`src/rtl/mem_arbiter.sv`:
```
// Arbitrates one single-port, variable-latency memory between the fetch (IF) and data (DM) ports.
// Data accesses have priority; a starvation counter forces a fetch grant, and a wait counter aborts stuck accesses.
module mem_arbiter #(
   parameter int unsigned ADDR_W       = 32,
   parameter int unsigned DATA_W       = 32,
   parameter int unsigned STARVE_LIMIT = 3,
   parameter int unsigned TIMEOUT      = 64
) (
   input  logic              clk,
   input  logic              reset,
   input  logic              if_req,
   input  logic [ADDR_W-1:0] if_addr,
   output logic              if_ack,
   output logic [DATA_W-1:0] if_rdata,
   input  logic              dm_req,
   input  logic              dm_wen,
   input  logic [ADDR_W-1:0] dm_addr,
   input  logic [DATA_W-1:0] dm_wdata,
   output logic              dm_ack,
   output logic [DATA_W-1:0] dm_rdata,
   output logic              mem_req,
   output logic              mem_wen,
   output logic [ADDR_W-1:0] mem_addr,
   output logic [DATA_W-1:0] mem_wdata,
   input  logic              mem_ready,
   input  logic [DATA_W-1:0] mem_rdata,
   output logic              timeout,
   output logic              busy
);

   localparam int unsigned WAIT_W = $clog2(TIMEOUT + 1);
   localparam int unsigned STV_W  = $clog2(STARVE_LIMIT + 1);

   typedef enum logic [1:0] {IDLE, ACCESS, RESP} state_e;

   state_e              state_q, state_d;
   logic                owner_dm_q, owner_dm_d;
   logic [WAIT_W-1:0]   wait_cnt_q, wait_cnt_d;
   logic [STV_W-1:0]    starve_cnt_q, starve_cnt_d;
   logic                if_ack_q, if_ack_d;
   logic [DATA_W-1:0]   if_rdata_q, if_rdata_d;
   logic                dm_ack_q, dm_ack_d;
   logic [DATA_W-1:0]   dm_rdata_q, dm_rdata_d;
   logic                mem_req_q, mem_req_d;
   logic                mem_wen_q, mem_wen_d;
   logic [ADDR_W-1:0]   mem_addr_q, mem_addr_d;
   logic [DATA_W-1:0]   mem_wdata_q, mem_wdata_d;
   logic                timeout_q, timeout_d;
   logic                busy_q, busy_d;
   logic                grant_dm;
   logic                finish;
   logic [DATA_W-1:0]   rdata_v;

   always_comb begin
      state_d      = state_q;
      owner_dm_d   = owner_dm_q;
      wait_cnt_d   = wait_cnt_q;
      starve_cnt_d = starve_cnt_q;
      if_ack_d     = 1'b0;
      if_rdata_d   = if_rdata_q;
      dm_ack_d     = 1'b0;
      dm_rdata_d   = dm_rdata_q;
      mem_req_d    = mem_req_q;
      mem_wen_d    = mem_wen_q;
      mem_addr_d   = mem_addr_q;
      mem_wdata_d  = mem_wdata_q;
      timeout_d    = 1'b0;
      grant_dm     = 1'b0;
      finish       = 1'b0;
      rdata_v      = '0;

      unique case (state_q)
         IDLE: begin
            if (if_req || dm_req) begin
               grant_dm   = dm_req && (!if_req || (starve_cnt_q != STV_W'(STARVE_LIMIT)));
               owner_dm_d = grant_dm;
               state_d    = ACCESS;
               mem_req_d  = 1'b1;
               wait_cnt_d = WAIT_W'(1);
               if (grant_dm) begin
                  mem_wen_d   = dm_wen;
                  mem_addr_d  = dm_addr;
                  mem_wdata_d = dm_wdata;
                  if (!if_req)
                     starve_cnt_d = '0;
                  else if (starve_cnt_q != STV_W'(STARVE_LIMIT))
                     starve_cnt_d = starve_cnt_q + STV_W'(1);
               end else begin
                  mem_wen_d    = 1'b0;
                  mem_addr_d   = if_addr;
                  mem_wdata_d  = '0;
                  starve_cnt_d = '0;
               end
            end
         end
         ACCESS: begin
            // mem_ready wins over an expiring wait counter in the same cycle
            if (mem_ready) begin
               finish  = 1'b1;
               rdata_v = mem_wen_q ? '0 : mem_rdata;
            end else if (wait_cnt_q == WAIT_W'(TIMEOUT)) begin
               finish    = 1'b1;
               timeout_d = 1'b1;
            end else begin
               wait_cnt_d = wait_cnt_q + WAIT_W'(1);
            end
            if (finish) begin
               mem_req_d = 1'b0;
               state_d   = RESP;
               if (owner_dm_q) begin
                  dm_ack_d   = 1'b1;
                  dm_rdata_d = rdata_v;
               end else begin
                  if_ack_d   = 1'b1;
                  if_rdata_d = rdata_v;
               end
            end
         end
         RESP:    state_d = IDLE;
         default: state_d = IDLE;
      endcase

      busy_d = (state_d != IDLE);
   end

   always_ff @(posedge clk) begin
      if (reset) begin
         state_q      <= IDLE;
         owner_dm_q   <= 1'b0;
         wait_cnt_q   <= '0;
         starve_cnt_q <= '0;
         if_ack_q     <= 1'b0;
         if_rdata_q   <= '0;
         dm_ack_q     <= 1'b0;
         dm_rdata_q   <= '0;
         mem_req_q    <= 1'b0;
         mem_wen_q    <= 1'b0;
         mem_addr_q   <= '0;
         mem_wdata_q  <= '0;
         timeout_q    <= 1'b0;
         busy_q       <= 1'b0;
      end else begin
         state_q      <= state_d;
         owner_dm_q   <= owner_dm_d;
         wait_cnt_q   <= wait_cnt_d;
         starve_cnt_q <= starve_cnt_d;
         if_ack_q     <= if_ack_d;
         if_rdata_q   <= if_rdata_d;
         dm_ack_q     <= dm_ack_d;
         dm_rdata_q   <= dm_rdata_d;
         mem_req_q    <= mem_req_d;
         mem_wen_q    <= mem_wen_d;
         mem_addr_q   <= mem_addr_d;
         mem_wdata_q  <= mem_wdata_d;
         timeout_q    <= timeout_d;
         busy_q       <= busy_d;
      end
   end

   assign if_ack    = if_ack_q;
   assign if_rdata  = if_rdata_q;
   assign dm_ack    = dm_ack_q;
   assign dm_rdata  = dm_rdata_q;
   assign mem_req   = mem_req_q;
   assign mem_wen   = mem_wen_q;
   assign mem_addr  = mem_addr_q;
   assign mem_wdata = mem_wdata_q;
   assign timeout   = timeout_q;
   assign busy      = busy_q;

endmodule

```
`config.mk`:
```
export PLATFORM = sky130hd
export DESIGN_NAME = mem_arbiter
export DESIGN_NICKNAME = d
export VERILOG_FILES = /design/src/rtl/mem_arbiter.sv
export SDC_FILE = /design/constraint.sdc
export NUM_CORES = 1
export LEC_CHECK = 0
export BUFFER_PORTS_ARGS = -buffer_cell sky130_fd_sc_hd__buf_2
export CORE_ASPECT_RATIO = 1.5
export CORE_MARGIN = 2
export CORE_UTILIZATION = 49
export DETAILED_ROUTE_END_ITERATION = 7
export PLACE_DENSITY = 0.92
export RECOVER_POWER = 100
export SYNTH_ARGS = -nofsm -noshare
export SYNTH_HDL_FRONTEND = slang
export SYNTH_SLANG_ARGS = --single-unit
```
`constraint.sdc`:
```
create_clock -name clk -period 3.8 [get_ports clk]
set_input_delay 0.57 -clock clk [delete_from_list [all_inputs] [get_ports clk]]
set_output_delay 0.57 -clock clk [all_outputs]
set_load 0.02 [all_outputs]
```
==> results.json <==
{
  "status": "finished with violations",
  "violations": "max-capacitance violations, max-slew violations",
  "cts_max_level": 4,
  "critPathCaptureType": "flop",
  "grt_max_degree": 84,
  "path_cells": "inv_1 -> ha_1 -> nor2b_1 -> a21o_4 -> a31oi_2 -> a22o_1",
  "drt_pass1_iterations": 4,
  "cp.required_ns": 4.14,
  "leakagePower_nw": 2.95,
  "syn_area_per_cell_um2": 10.9,
  "wl_met2_um": 7720,
  "fp.dieH_um": 132,
  "regToRegEndpoint": "if_rdata[30]",
  "vias_per_cell": 5.51,
  "ys_ff_latch": 146,
  "slew_headroom_pct": -9.79,
  "start_kind": "flop",
  "clockBufferDepth": 2,
  "synth_async_sr_flop_share_pct": 0,
  "finalCritPeriodShare_pct": 73.0,
  "synth_cell_types": 41,
  "areaGrowthSynthToFinish_pct": 30.7,
  "cts_resized": 0,
  "dieWidth_um": 89.5,
  "critPathKind": "flop to flop",
  "hold_violations": 0,
  "num_vias": 4937,
  "antenna_found_initial": 0,
  "wl_per_cell_um": 16.7,
  "min_from": "mem_rdata[17]",
  "numCtsBuffers": 17,
  "cts.sinks": 146,
  "synthCells": 492,
  "rsz0062_at_grt": "no",
  "setup_tns_ns": 0,
  "synth-seq-area-share_pct": 54.4,
  "hpwl_um": 10700,
  "skew_ns": 0.0116,
  "path_max_fanout": 32,
  "hold_depth": 2,
  "root_buffer": "clkbuf_16",
  "insertion_delay_ns": 0.41,
  "ant_nets": 0,
  "final_util_pct": 65.9,
  "n_antenna_cell": 0,
  "wl_met3_um": 1220,
  "fmax_mhz": 361,
  "gp_congestion": 0.843,
  "synth_edf_count": 0,
  "ys.flop_type": "dfxtp_1",
  "setup_viol": 0,
  "grt_overflow": 0,
  "syn_area_um2": 5370,
  "coreArea_um2": 10600,
  "ir_drop_mv": 0.342,
  "rows": 46,
  "drive_above_1_share_pct": 23.3,
  "grt_pass1_vias": 4863,
  "hold_class": "primary input to flop",
  "drt_iter0_markers": 278,
  "maxSlewViolCount": 33,
  "cts_setup_buffers": 0,
  "clk_pin_slew_worst_paths_ns": 0.06,
  "min_period_ns": 2.77,
  "r2r-start": "wait_cnt_q[0]",
  "rrSetupSlack_ns": 1.03,
  "setup_ws_ns": 1.03,
  "initial_core_util_pct": 50.4,
  "drt-met1-wl_um": 5610,
  "syn_nets": 629,
  "postCtsHoldBufs": 0,
  "grt.total_usage_pct": 24.7,
  "cp_slowest_cell": "a31oi_2",
  "ioPinCount": 268,
  "worstPathArrival_ns": 3.12,
  "pre_cts_slack_ns": 1.40,
  "p_per_area_nw_per_um2": 540,
  "min_to": "if_rdata[17]",
  "reg2reg_depth": 6,
  "routed_wl_um": 15000,
  "top_layer": "met4",
  "die_area_um2": 11800,
  "worst_pin_slew_ns": 1.64,
  "max_cap_violations": 1,
  "cts_tree": "yes",
  "critical-path-max-stage-delay_ns": 1.26,
  "drc": 0,
  "yosysWarnings": 0,
  "grt_pass1_wl_um": 22900,
  "portBuffers": 267,
  "nNetsFinal": 876
}
[layout by cell type (no fill, tap or decap), drive strengths merged, types with 2 or more instances in the layout]
cell      count
nor3          5
nand2         6
nand3         4
a21boi        2
a21oi         8
a211oi       33
clkbuf      152
buf         137
dfxtp       146
a31oi         2
a22oi        33
inv          10
clkinvlp      7
o21ai         4
and3          4
o41ai         3
a22o         65
o311ai        3
ha            3
nor2         72
and2          2
clkinv        2
mux2i        32
and4b         2
a221o         2
[where the power goes]
group          switching (mW)  internal (mW)  total (mW)  leakage (nW)
Clock                   0.687          0.870        1.56         0.253
Combinational           0.360          0.187       0.547          1.50
Sequential             0.0584           1.63        1.69          1.19
[per-layer routing]
layer / global-route usage, % / vias up
met5: 0 / -
met4: 10.6 / 0
met3: 8.39 / 38
met2: 43.7 / 262
met1: 25.6 / 2300
li1: - / 2337
[cell families (layout without fill, tap and decap cells)]
group	count (synthesis)	in the layout	synth area share (%)
buffers and inverters	48	308	5.62
adders and majority gates	3	3	0.699
AOI/OAI and AO/OA	159	159	24.2
muxes	32	32	5.96
DFF	146	146	54.4
and+or+nand+nor	104	104	9.11
[flip-flops by register name, summed over array words and instances, names as in the netlist]
| signal | flops |
|---|---|
| dm_rdata | 32 |
| if_rdata | 32 |
| mem_addr | 32 |
| mem_wdata | 32 |
| wait_cnt_q | 7 |
| starve_cnt_q | 2 |
| state_q | 2 |
| busy | 1 |
| dm_ack | 1 |
| if_ack | 1 |
| mem_req | 1 |
| mem_wen | 1 |
| owner_dm_q | 1 |
| timeout | 1 |
[how the worst max path moves through the flow]
| stage | start | cells past startpoint | slack [ns] | end |
|---|---|---|---|---|
| 2_1_floorplan | mem_ready | 4 | 2.14 | wait_cnt_q[2] |
| 3_3_place_gp | state_q[0] | 4 | 1.50 | dm_rdata[3] |
| 3_5_place_dp | if_req | 5 | 1.40 | mem_wdata[17] |
| 4_1_cts | state_q[0] | 4 | 1.36 | dm_rdata[8] |
| 5_1_grt | wait_cnt_q[0] | 6 | 0.90 | if_rdata[7] |
| 6_report | wait_cnt_q[0] | 6 | 1.03 | if_rdata[30] |
[metrics by stage]
stage | std cells | hold WS [ns] | power, mW | area, um^2
floorplan | 492 | 0.436 | 2.08 | 5370
global placement | 864 | 0.442 | 2.26 | 6650
detailed placement | 864 | 0.451 | 2.28 | 6650
CTS | 896 | 0.383 | 3.84 | 7210
global route | 896 | 0.383 | 3.94 | 7020
finish | 896 | 0.394 | 3.79 | 7020
[cells in the mapped netlist, types with 2 or more instances]
library cell,n,area share [%]
dfxtp_1,146,54
nor2_1,71,5.0
a22o_1,65,11
a211oi_1,33,4.6
a22oi_1,33,4.6
mux2i_1,32,6.0
clkbuf_1,15,1.0
buf_6,12,2.5
buf_2,10,0.93
a21oi_1,8,0.75
nand2_1,6,0.42
buf_4,5,0.70
inv_1,5,0.35
and3_1,4,0.47
nand3_1,4,0.37
nor3_1,4,0.37
o21ai_0,4,0.37
ha_1,3,0.70
o311ai_0,3,0.49
o41ai_1,3,0.49
a21boi_0,2,0.28
a221o_1,2,0.37
a31oi_4,2,0.79
and2_1,2,0.23
and4b_1,2,0.37
[critical path, delay by kind of cell (launching register included)]
| kind | cells | cell delay [ns] |
|---|---|---|
| AO/OA/AOI/OAI | 3 | 1.81 |
| adder cells (fa/ha/maj) | 1 | 0.19 |
| buffers and inverters | 1 | 0.08 |
| flip-flops | 1 | 0.41 |
| AND/OR/NAND/NOR | 1 | 0.21 |
[final cells by class]
cell class / count / area (um^2)
clock buffer: 18 / 439
tap: 144 / 180
timing repair buffer: 271 / 1200
clock inverter: 14 / 124
sequential: 146 / 2920
fill: 854 / 3630
inverter: 5 / 18.8
multi-input combinational: 298 / 2130
Note: power is estimated with default switching activity, not from simulation.
